$ cat config.mk
export PLATFORM = sky130hd
export DESIGN_NAME = bitstream_feeder
export DESIGN_NICKNAME = d
export VERILOG_FILES = /design/src/rtl/bitstream_feeder.sv
export SDC_FILE = /design/constraint.sdc
export NUM_CORES = 1
export LEC_CHECK = 0
export ABC_AREA = 0
export ABC_CLOCK_PERIOD_IN_PS = 6050
export CAP_MARGIN = 20
export CORE_MARGIN = 1
export CORE_UTILIZATION = 40
export CTS_CLUSTER_DIAMETER = 200
export CTS_CLUSTER_SIZE = 16
export DETAILED_ROUTE_END_ITERATION = 10
export DONT_BUFFER_PORTS = 1
export RECOVER_POWER = 100
export SLEW_MARGIN = 20
export SYNTH_ARGS = -nofsm -noshare
export SYNTH_HDL_FRONTEND = slang
export SYNTH_SLANG_ARGS = --single-unit
export TNS_END_PERCENT = 5
$ cat constraint.sdc
create_clock -name clk -period 6.05 [get_ports clk]
set_clock_uncertainty 0.15 [all_clocks]
set_input_delay 0.605 -clock clk [delete_from_list [all_inputs] [get_ports clk]]
set_output_delay 0.605 -clock clk [all_outputs]
set_load 0.02 [all_outputs]
$ cat src/rtl/bitstream_feeder.sv
// Bitstream feeder: buffers upstream image words in a small FIFO and hands
// them to the decoder on request. After the final word has drained, it pads
// with MAX_FILL all-ones words and then idles until restart.
//
// state  | meaning
// -------+---------------------------------------------------------------
// STREAM | accepting upstream words, serving the decoder from the FIFO
// TAIL   | final word accepted; draining the FIFO, no more writes
// FILL   | FIFO empty; serving all-ones fill words on request
// DONE   | all fill words issued; idle until restart or rst

`ifndef IN_BUS_WIDTH
`define IN_BUS_WIDTH 32
`endif

module bitstream_feeder #(
    parameter int BUS_W    = `IN_BUS_WIDTH,
    parameter int DEPTH    = 8,
    parameter int MAX_FILL = 16
) (
    input  logic             clk,
    input  logic             rst,
    input  logic             wr_valid,
    input  logic [BUS_W-1:0] wr_data,
    input  logic             wr_last,
    output logic             wr_ready,
    input  logic             request,
    output logic [BUS_W-1:0] data_in,
    output logic             valid_in,
    input  logic             restart,
    output logic             fill_active,
    output logic             stream_done,
    output logic [31:0]      words_sent
);

    localparam int AW = (DEPTH > 1) ? $clog2(DEPTH) : 1;
    localparam int FW = (MAX_FILL > 1) ? $clog2(MAX_FILL + 1) : 1;
    localparam logic [AW:0]   DEPTH_C   = (AW + 1)'(DEPTH);
    localparam logic [AW:0]   ONE_C     = (AW + 1)'(1);
    localparam logic [FW-1:0] FILL_LAST = FW'(MAX_FILL - 1);

    typedef enum logic [1:0] {STREAM, TAIL, FILL, DONE} state_t;

    state_t           state;
    logic [BUS_W-1:0] mem [DEPTH];
    logic [AW-1:0]    wr_ptr;
    logic [AW-1:0]    rd_ptr;
    logic [AW:0]      count;
    logic [FW-1:0]    fill_cnt;
    logic             blocked;
    logic             push;
    logic             pop;

    // rst and restart both suppress any handshake in the cycle they are seen
    assign blocked  = rst || restart;
    // space is judged on current occupancy only, so a same-cycle pop never frees a slot
    assign wr_ready = !blocked && (state == STREAM) && (count < DEPTH_C);
    assign valid_in = !blocked && request &&
                      ((((state == STREAM) || (state == TAIL)) && (count != '0)) ||
                       (state == FILL));
    assign data_in  = !valid_in ? '0 : ((state == FILL) ? '1 : mem[rd_ptr]);
    assign push     = wr_valid && wr_ready;
    assign pop      = valid_in && (state != FILL);

    // FIFO storage; no reset needed since occupancy gates every read
    always_ff @(posedge clk) begin
        if (push) begin
            mem[wr_ptr] <= wr_data;
        end
    end

    // FIFO pointers and occupancy
    always_ff @(posedge clk) begin
        if (blocked) begin
            wr_ptr <= '0;
            rd_ptr <= '0;
            count  <= '0;
        end else begin
            if (push) wr_ptr <= wr_ptr + AW'(1);
            if (pop)  rd_ptr <= rd_ptr + AW'(1);
            unique case ({push, pop})
                2'b10:   count <= count + ONE_C;
                2'b01:   count <= count - ONE_C;
                default: count <= count;
            endcase
        end
    end

    // delivered-word counter, saturating
    always_ff @(posedge clk) begin
        if (blocked) begin
            words_sent <= '0;
        end else if (valid_in && (words_sent != '1)) begin
            words_sent <= words_sent + 32'd1;
        end
    end

    // sequencing FSM with registered status flags
    always_ff @(posedge clk) begin
        if (blocked) begin
            state       <= STREAM;
            fill_cnt    <= '0;
            fill_active <= 1'b0;
            stream_done <= 1'b0;
        end else begin
            unique case (state)
                STREAM: begin
                    if (push && wr_last) state <= TAIL;
                end
                TAIL: begin
                    // no writes in TAIL, so the FIFO can only shrink here
                    if ((count == '0) || ((count == ONE_C) && pop)) begin
                        state       <= FILL;
                        fill_active <= 1'b1;
                    end
                end
                FILL: begin
                    if (valid_in) begin
                        fill_cnt <= fill_cnt + FW'(1);
                        if (fill_cnt == FILL_LAST) begin
                            state       <= DONE;
                            fill_active <= 1'b0;
                            stream_done <= 1'b1;
                        end
                    end
                end
                default: begin
                    state <= DONE;
                end
            endcase
        end
    end

endmodule

==> impl_results.md, run 1 <==
* WP data required at 5290 ps
* Post-synthesis simple-gate area fraction at 0.0594
* CTS tree: built
* Dpl hpwl at 15100 µm
* Crit end category: primary output
* Layout cells sized above 1 at 0.151
* Root Driver: clkbuf_16
* Compound-Gate Fraction of Synth Area at 0.0445
* Achievable Freq at 0.215 GHz
* Number of global-route vias before repair at 6791
* CP endpoint: valid_in
* Drt first pass iters at 6
* ANT cells at 0
* YS warnings at 0
* Post_cts resized at 0
* Syn_area_per_cell at 17.4 µm²
* Die Y at 177 µm
* Max-capacitance violation count at 6
* Ys flop type: edfxtp_1
* CP arrival at 3900 ps
* Std-Cell Rows at 63
* Post-synthesis sequential area ratio at 0.713
* Worst setup path startpoint: count[1]
* Minimum clock period at 4650 ps
* Synth Area in Adders at 0.00915
* Worst-skew pair later-pin latency at 510 ps
* DRT antenna net count at 0
* Cell count after synthesis at 708
* Crit share post-route at 0.769
* Register-to-Register Path Depth at 9
* Max transition margin at -0.590
* CTS max path bufs at 3
* Final setup viols at 0
* Post-CTS setup buffers at 0
* Static leakage at 0.00393 µW
* First-pass GRT wire length at 38700 µm
* DIE AREA at 31500 µm²
* Total global-route track usage at 0.161
* Routability Congestion at 0.814
* Routed WL at 24800 µm
* Final core utilization at 0.448
* Failing checks: max-capacitance violations, max-slew violations
* Post-DR wirelength/cell at 22.3 µm
* Initial core utilization at 0.411
* Clock transition at the registers of the reported paths at 70 ps
* Post-route setup TNS at 0 ps
* Global route total overflow at 0
* RSZ-0062 raised after global routing: no
* Remaining DRCs at 0
* Clock net sink count at 310
* Critical R2R Capture: words_sent[24]
* Setup CP Type: reg -> out
* P&R area growth vs syn at 9.19%
* XOR/XNOR Fraction of Synth Area at 0.0121
* Yosys top cell by area: edfxtp_1
* Num CTS Buffers at 23
* Outcome: complete, but fails checks
* HP Class: in -> reg
* Vias per cell at 5.71
* Hold buffers post-CTS at 0
* Asr flop ratio synth at 0
* Post-synth EDFFs at 256
* Peak supply drop at 0.000178 V
* RR Startpoint: count[1]
* Post-Syn Area at 12300 µm²
* FF+latch count, synth at 310
* H-tree depth at 1
* Post-Syn Nets at 755
* I/O Pins at 106
* Initial antenna violation count at 0
* Hold Fails Final Rpt at 0
* Least-Margin Pin Slew at 2390 ps
* Total number of vias at 6343
* Dominant cells by area after synthesis: edfxtp_1 62%, mux4_2 12%, dfxtp_1 8.8%
* Yosys top cell area share at 0.625
* Post-synthesis mux area share at 0.148
* Nets at 760
* Buffers added on ports at 0
* 1st-iter DRT viols at 516
* Core ar. at 30000 µm²
* Fin. max-slew vios at 172
* Die span in x at 177 µm
* Power per cell area at 277 nW/µm²
* CP startpoint kind: flop
* Synth cell types at 44
* Flop2flop setup slack at 1600 ps
* Max Fanout on Critical Path at 39
* Largest net degree at the start of global routing at 43
* Largest family of logic cells by synthesized area: multiplexers
==> cells in the final DEF (no fill, tap or decap), types with 3 or more instances in the layout <==
| master | netlist | routed |
|---|---|---|
| o41ai_1 | 3 | 3 |
| inv_1 | 6 | 7 |
| edfxtp_1 | 256 | 256 |
| or3_1 | 14 | 14 |
| or4_1 | 3 | 3 |
| nand2_1 | 26 | 26 |
| mux2i_1 | 38 | 38 |
| nand3_1 | 13 | 13 |
| a21oi_1 | 52 | 52 |
| xor2_1 | 11 | 11 |
| nand2b_1 | 4 | 4 |
| and3_1 | 5 | 5 |
| and4_1 | 5 | 5 |
| clkbuf_16 | 0 | 23 |
| clkbuf_1 | 22 | 13 |
| o21ai_0 | 14 | 14 |
| nor3_1 | 4 | 4 |
| buf_4 | 0 | 7 |
| ha_1 | 9 | 9 |
| dfxtp_1 | 54 | 51 |
| o211ai_1 | 5 | 5 |
| nand4_1 | 13 | 13 |
| o31ai_1 | 6 | 6 |
| mux4_2 | 64 | 64 |
| nand4b_1 | 3 | 3 |
| xnor2_1 | 6 | 6 |
| nor2_1 | 32 | 32 |
==> report_power, final <==
part	internal, µW	switching (µW)	leakage [µW]
Combinational	13.7	24.6	0.000890
Clock	697	672	0.000302
Sequential	2310	3.47	0.00274
==> synth_stat cells, types with 2 or more instances <==
cell type	instances
nand4_1	13
and3_1	5
nor4_2	2
a21oi_1	52
o311ai_0	2
mux2i_1	38
inv_1	6
edfxtp_1	256
and4_1	5
or3b_1	2
xor2_1	11
o41ai_1	3
or4b_2	2
o31ai_1	6
nor2_1	32
nor4_1	2
a31oi_1	2
nand2b_1	4
dfxtp_1	54
o21ai_0	14
xnor2_1	6
o211ai_1	5
nand4b_1	3
nand3_1	13
a211oi_1	2
nand2_1	26
buf_2	9
buf_1	5
a2111oi_0	2
or4_1	3
or3_1	14
mux4_2	64
clkbuf_1	22
or2_2	2
nor3_1	4
ha_1	9
==> metal layers <==
metal / vias up / wire (µm) / GRT usage
li1: 2857 / - / -
met1: 3300 / 10200 / 0.199
met2: 157 / 12700 / 0.289
met3: 29 / 1430 / 0.0341
met4: 0 / 383 / 0.0356
met5: - / 0 / 0
==> metrics by stage <==
stage	instances	setup slack (ps)	hold WS (ps)	power (µW)	instance area, µm²
2_1_floorplan	708	346	313	2390	12300
6_report	1110	1400	25.4	3720	13400
5_1_grt	1110	1190	0.0856	3840	13400
3_3_place_gp	1075	2660	330	2400	12800
3_5_place_dp	1076	2580	349	2410	12800
4_1_cts	1108	2130	4.20	3770	13500
==> registers in the layout, summed over array words and instances, names as in the netlist, named ones only <==
register and count:
mem 256, count 4, rd_ptr 3, stream_done 1, fill_active 1, words_sent 32
fill_cnt 5, state 2, wr_ptr 3
==> cell type report <==
cell class | count | area, µm²
fillers | 2590 | 16500
clock inverters | 2 | 20.0
multi-input cells | 355 | 3380
clock buffers | 30 | 602
flip-flops and latches | 310 | 8770
well taps | 390 | 488
inverters | 7 | 26.3
repair buffers | 16 | 145
==> worst min-delay path by stage <==
stage / depth (start not counted) / endpoint / slack [ps] / start
2_1_floorplan: 2 / flop / 310 / rd_ptr[1]
3_3_place_gp: 2 / flop / 330 / rd_ptr[1]
3_5_place_dp: 2 / fill_cnt[4] / 350 / fill_cnt[4]
4_1_cts: 0 / mem[0][5] / 4 / wr_data[5]
5_1_grt: 0 / mem[1][1] / 0.09 / wr_data[1]
6_report: 0 / mem[1][1] / 30 / wr_data[1]
==> worst max-delay path: stages, from the launching register on <==
cell,delay [ps]
dfxtp_1,340
inv_1,100
ha_1,190
or3b_1,410
o2111ai_4,180
clkbuf_1,1570
inv_1,580
==> kinds of logic after synthesis <==
| family | after synthesis |
|---|---|
| AOI/OAI and AO/OA | 93 |
| buffers and inverters | 43 |
| adders and majority gates | 9 |
| and+or+nand+nor | 134 |
| muxes | 102 |
| DFF | 310 |
| xor gates and xnor gates | 17 |
Note: power is estimated with default switching activity, not from simulation.
==> run 2: changes to the inputs <==
- ABC_CLOCK_PERIOD_IN_PS: 6050 -> 4100
- clock period: 6.05 -> 4.1 ns (I/O delays scaled with it)
==> run 2 against run 1 <==
The run still ends with max-capacitance violations, max-slew violations left. Cell area rose by 2.5%. Combinational power increased to 3.0 times the previous value. Routed wire length increased by 2.3%. Critical endpoint is now data_in[0]. Global-route usage rose by 0.26 points. Cell count up 3.1%. Register-to-register slack got worse by 810 ps. Critical path depth decreased by 4.
==> impl_results.md, run 2 (same netlist as run 1, synthesis figures left out) <==
* Buffers added on ports at 0
* DIE AREA at 31500 µm²
* Global route total overflow at 0
* Fin. max-slew vios at 34
* ANT cells at 0
* Max-capacitance violation count at 1
* Post-CTS setup buffers at 0
* WP data required at 3540 ps
* Nets at 794
* Layout cells sized above 1 at 0.156
* I/O Pins at 106
* RR Startpoint: state[1]
* Routed WL at 25300 µm
* First-pass GRT wire length at 39100 µm
* Outcome: complete, but fails checks
* Hold buffers post-CTS at 34
* Flop2flop setup slack at 790 ps
* Vias per cell at 5.62
* Std-Cell Rows at 63
* Crit end category: primary output
* Final Hold Slack at 37.7 ps
* Biggest register: mem
* Achievable Freq at 0.288 GHz
* Routability Congestion at 0.770
* Dpl hpwl at 14600 µm
* Die Y at 177 µm
* Clock transition at the registers of the reported paths at 80 ps
* Cell Count, Final, Fillers Out at 1144
* Drt first pass iters at 4
* Total global-route track usage at 0.164
* Post-route setup TNS at 0 ps
* Total number of vias at 6429
* HP Class: in -> reg
* CP startpoint kind: flop
* Max reg flops at 256
* RSZ-0062 raised after global routing: no
* Die span in x at 177 µm
* CP max stage cell: nand2b_1
* Max transition margin at -0.111
* H-tree depth at 1
* Remaining DRCs at 0
* Dpl cells at 1078
* Clock net sink count at 310
* Initial core utilization at 0.411
* CTS tree: built
* CTS max path bufs at 3
* Commonest non-fill, non-tap cell in the layout: edfxtp_1
* Hold Fails Final Rpt at 0
* Max Fanout on Critical Path at 33
* Power per cell area at 404 nW/µm²
* Number of global-route vias before repair at 6716
* CP arrival at 2910 ps
* Setup CP Type: reg -> out
* Root Driver: clkbuf_16
* Worst setup path startpoint: state[1]
* Failing checks: max-capacitance violations, max-slew violations
* Largest stage delay on the critical path at 950 ps
* Top delay family on crit path: simple AND/OR/NAND/NOR gates
* Crit-path cells: nand2b_1 -> a21oi_1
* Static leakage at 0.00408 µW
* Largest regs: mem: 256 flops, words_sent: 32 flops, fill_cnt: 5 flops
* P&R area growth vs syn at 11.9%
* Initial antenna violation count at 0
* Post-DR wirelength/cell at 22.1 µm
* Minimum clock period at 3470 ps
* Number of buffers and inverters on the critical path at 0
* Crit share post-route at 0.846
* Peak supply drop at 0.000314 V
* DRT antenna net count at 0
* Hold Crit Start: rst
* Worst-skew pair later-pin latency at 520 ps
* Post_cts resized at 0
* Final setup viols at 0
* Num CTS Buffers at 23
* Core ar. at 30000 µm²
* 1st-iter DRT viols at 471
* Least-Margin Pin Slew at 1670 ps
* Most frequent cells in the layout: 256 x edfxtp_1, 64 x mux4_2, 52 x a21oi_1
* Largest net degree at the start of global routing at 42
==> run 2: changes by cell type in the layout (fill, tap and decap cells not counted), sizes merged <==
cell	before	now
dlygate4sd3	0	34
buf	10	7
clkbuf	36	39
==> run 2: routing by layer <==
| layer | routed length (µm) | global-route usage | vias up |
|---|---|---|---|
| li1 | - | - | 2928 |
| met5 | 0 | 0 | - |
| met3 | 1370 | 0.0347 | 26 |
| met2 | 12800 | 0.288 | 153 |
| met1 | 10800 | 0.208 | 3322 |
| met4 | 382 | 0.0353 | 0 |
==> run 2: worst register-to-register path, stage by stage, from the launching register on <==
cell and delay, ps:
dfxtp_1 420, nor4_1 740, nand2_1 400, nor3_1 280, clkbuf_2 900
==> run 2: power breakdown <==
part | switching, µW | internal [µW] | total (µW)
clock network | 996 | 1030 | 2030
registers | 4.99 | 3410 | 3420
logic | 72.3 | 43.0 | 115
total | 1070 | 4480 | 5560
==> run 2: final timing paths <==
kind,endpoint,depth (start not counted)
min,flop,3
min reg2reg,flop,2
max reg2reg,mem[4][3],4
max,data_in[0],2
==> run 2: metrics by stage <==
| stage | setup WS [ps] | area [µm²] | power, µW | util |
|---|---|---|---|---|
| 2_1_floorplan | -561 | 12300 | 3530 | - |
| 3_3_place_gp | 1290 | 12900 | 3550 | 0.429 |
| 3_5_place_dp | 1260 | 12900 | 3550 | 0.429 |
| 4_1_cts | 702 | 13800 | 5640 | 0.461 |
| 5_1_grt | 355 | 13800 | 5760 | 0.460 |
| 6_report | 630 | 13800 | 5560 | 0.460 |
==> run 2: cell type report <==
type / instances / area [µm²]
flip-flops and latches: 310 / 8770
inverters: 7 / 26.3
clock buffers: 30 / 602
clock inverters: 2 / 20.0
fillers: 2574 / 16200
well taps: 390 / 488
repair buffers: 50 / 449
multi-input cells: 355 / 3410
==> run 3: changes to the inputs <==
- ABC_CLOCK_PERIOD_IN_PS: 4100 -> 3050
- clock period: 4.1 -> 3.05 ns (I/O delays scaled with it)
==> run 3 against run 2 <==
The flow now finishes without violations. Clock power is 38% higher. Count of clock-buffer cells in the layout rose by 9. Global-route usage grew 0.64 points. Die area stayed put. Worst setup slack got worse by 530 ps. Sequential power is 34% higher. Via count increased by 4.7%. Core utilization is 1.4 points higher. Combinational power grew 41%. Hold slack improved by 43 ps. Routed wire length is 3.5% higher. Non-clock buffer count up 52. Critical path type unchanged. Largest cell class unchanged. Highest routed layer unchanged.
==> impl_results.md, run 3 (same netlist as run 1, synthesis figures left out) <==
* Dpl hpwl at 16100 µm
* Multi-input gate area at 3400 µm²
* Root Driver: clkbuf_16
* DRT antenna net count at 0
* Total internal power at 6080 µW
* Number of global-route vias before repair at 7078
* CP arrival at 2490 ps
* Hold Crit Depth at 3
* Total global-route track usage at 0.170
* Final setup viols at 0
* Fin. max-slew vios at 0
* Clock net sink count at 310
* Remaining DRCs at 0
* Post-DR wirelength/cell at 21.8 µm
* Routability Congestion at 0.807
* Part of the power in the clock network at 0.371
* Post-CTS setup buffers at 0
* CTS tree: built
* RSZ-0062 raised after global routing: yes
* Cell Count, Final, Fillers Out at 1206
* Power per cell area at 532 nW/µm²
* Least-Margin Pin Slew at 1010 ps
* Outcome: completed
* Max reg flops at 256
* Dpl cells at 1128
* Most frequent cells in the layout: 256 x edfxtp_1, 64 x mux4_2, 52 x a21oi_1
* Post-route setup TNS at 0 ps
* Initial core utilization at 0.411
* Switching Fraction at 0.196
* Layout cells sized above 1 at 0.202
* Hold Fails Final Rpt at 0
* Static leakage at 0.00436 µW
* Final core utilization at 0.474
* Global route total overflow at 0
* Peak supply drop at 0.000504 V
* Largest net degree at the start of global routing at 42
* I/O Pins at 106
* Reg power frac at 0.607
* Tot Pwr at 7560 µW
* Commonest non-fill, non-tap cell in the layout: edfxtp_1
* Final Hold Slack at 81.2 ps
* Minimum clock period at 2950 ps
* H-tree depth at 1
* CTS max path bufs at 3
* Die span in x at 177 µm
* 1st-iter DRT viols at 479
* Comb power frac at 0.021
* P&R area growth vs syn at 15.4%
* Die Y at 177 µm
* Nets at 846
* Storage cell area at 8770 µm²
* Routed WL at 26200 µm
* Crit share post-route at 0.967
* First-pass GRT wire length at 40600 µm
* Total number of vias at 6728
* Max transition margin at 0.324
* Buffers added on ports at 0
* Core ar. at 30000 µm²
* Max-capacitance violation count at 0
* WP data required at 2590 ps
* CP startpoint kind: flop
* Crit end category: primary output
* Initial antenna violation count at 1
* Biggest register: mem
* Clock transition at the registers of the reported paths at 70 ps
* Setup CP Type: reg -> out
* HP Class: in -> reg
* DIE AREA at 31500 µm²
* Vias per cell at 5.58
* Register-to-Register Path Depth at 9
* Worst-skew pair later-pin latency at 530 ps
* P_sw at 1480 µW
* Drt first pass iters at 5
* Achievable Freq at 0.339 GHz
* Std-Cell Rows at 63
* # fillers at 2556
* Max Fanout on Critical Path at 18
* Largest regs: mem: 256 flops, words_sent: 32 flops, fill_cnt: 5 flops
* Num CTS Buffers at 23
run 3: cell types whose count changed in the layout (fill, tap and decap cells not counted), sizes merged:
cell	delta
dlygate4sd3	+2
buf	+41
diode	+1
clkbuf	+18
run 3: metal layers:
metal / part of all wire / GRT usage
met2: 0.50 / 0.295
met3: 0.053 / 0.0274
met4: 0.020 / 0.0449
met5: 0 / 0
met1: 0.43 / 0.222
run 3: area by class of cell:
type	instances	share of cell area
inverter	7	0.00185
antenna	1	0.000176
clock inverter	2	0.00141
clock buffer	39	0.0447
timing repair buffer	102	0.0602
sequential	310	0.618
tap	390	0.0344
multi-input combinational	355	0.240
run 3: through the flow:
stage | area (µm²) | worst slack, ps
after detailed placement | 13300 | 244
final | 14200 | 102
after global placement | 13300 | 329
after floorplan | 12400 | -110
after CTS | 14300 | 2.12
after global routing | 14200 | -12.3
run 3: worst paths after layout:
path / startpoint / end / slack (ps)
max: count[1] / data_in[21] / 100
min: request / flop / 80
max reg2reg: count[0] / count[3] / 200
min reg2reg: rd_ptr[1] / flop / 350
run 3: power groups by stage:
stage | Clock, µW | Combinational [µW] | Sequential [µW]
after detailed placement | 0 | 92.2 | 4690
after global placement | 0 | 90.2 | 4690
final | 2810 | 162 | 4590
after floorplan | 0 | 64.4 | 4690
after global routing | 3020 | 179 | 4590
after CTS | 2890 | 169 | 4590
run 3: critical path: stages (launching register included):
cell and delay [ps]:
dfxtp_1 350, inv_1 110, ha_1 190, or3b_1 410, o2111ai_4 320, buf_8 240, a21oi_1 110, buf_4 220
run 3: repair_timing:
| action | in CTS | in global routing |
|---|---|---|
| gates resized for setup | 1 | 3 |
| endpoints found under the hold margin | 263 | 0 |
| setup endpoints to repair | 3 | 21 |
| pin swaps | 0 | 0 |
| hold buffers | 36 | 0 |
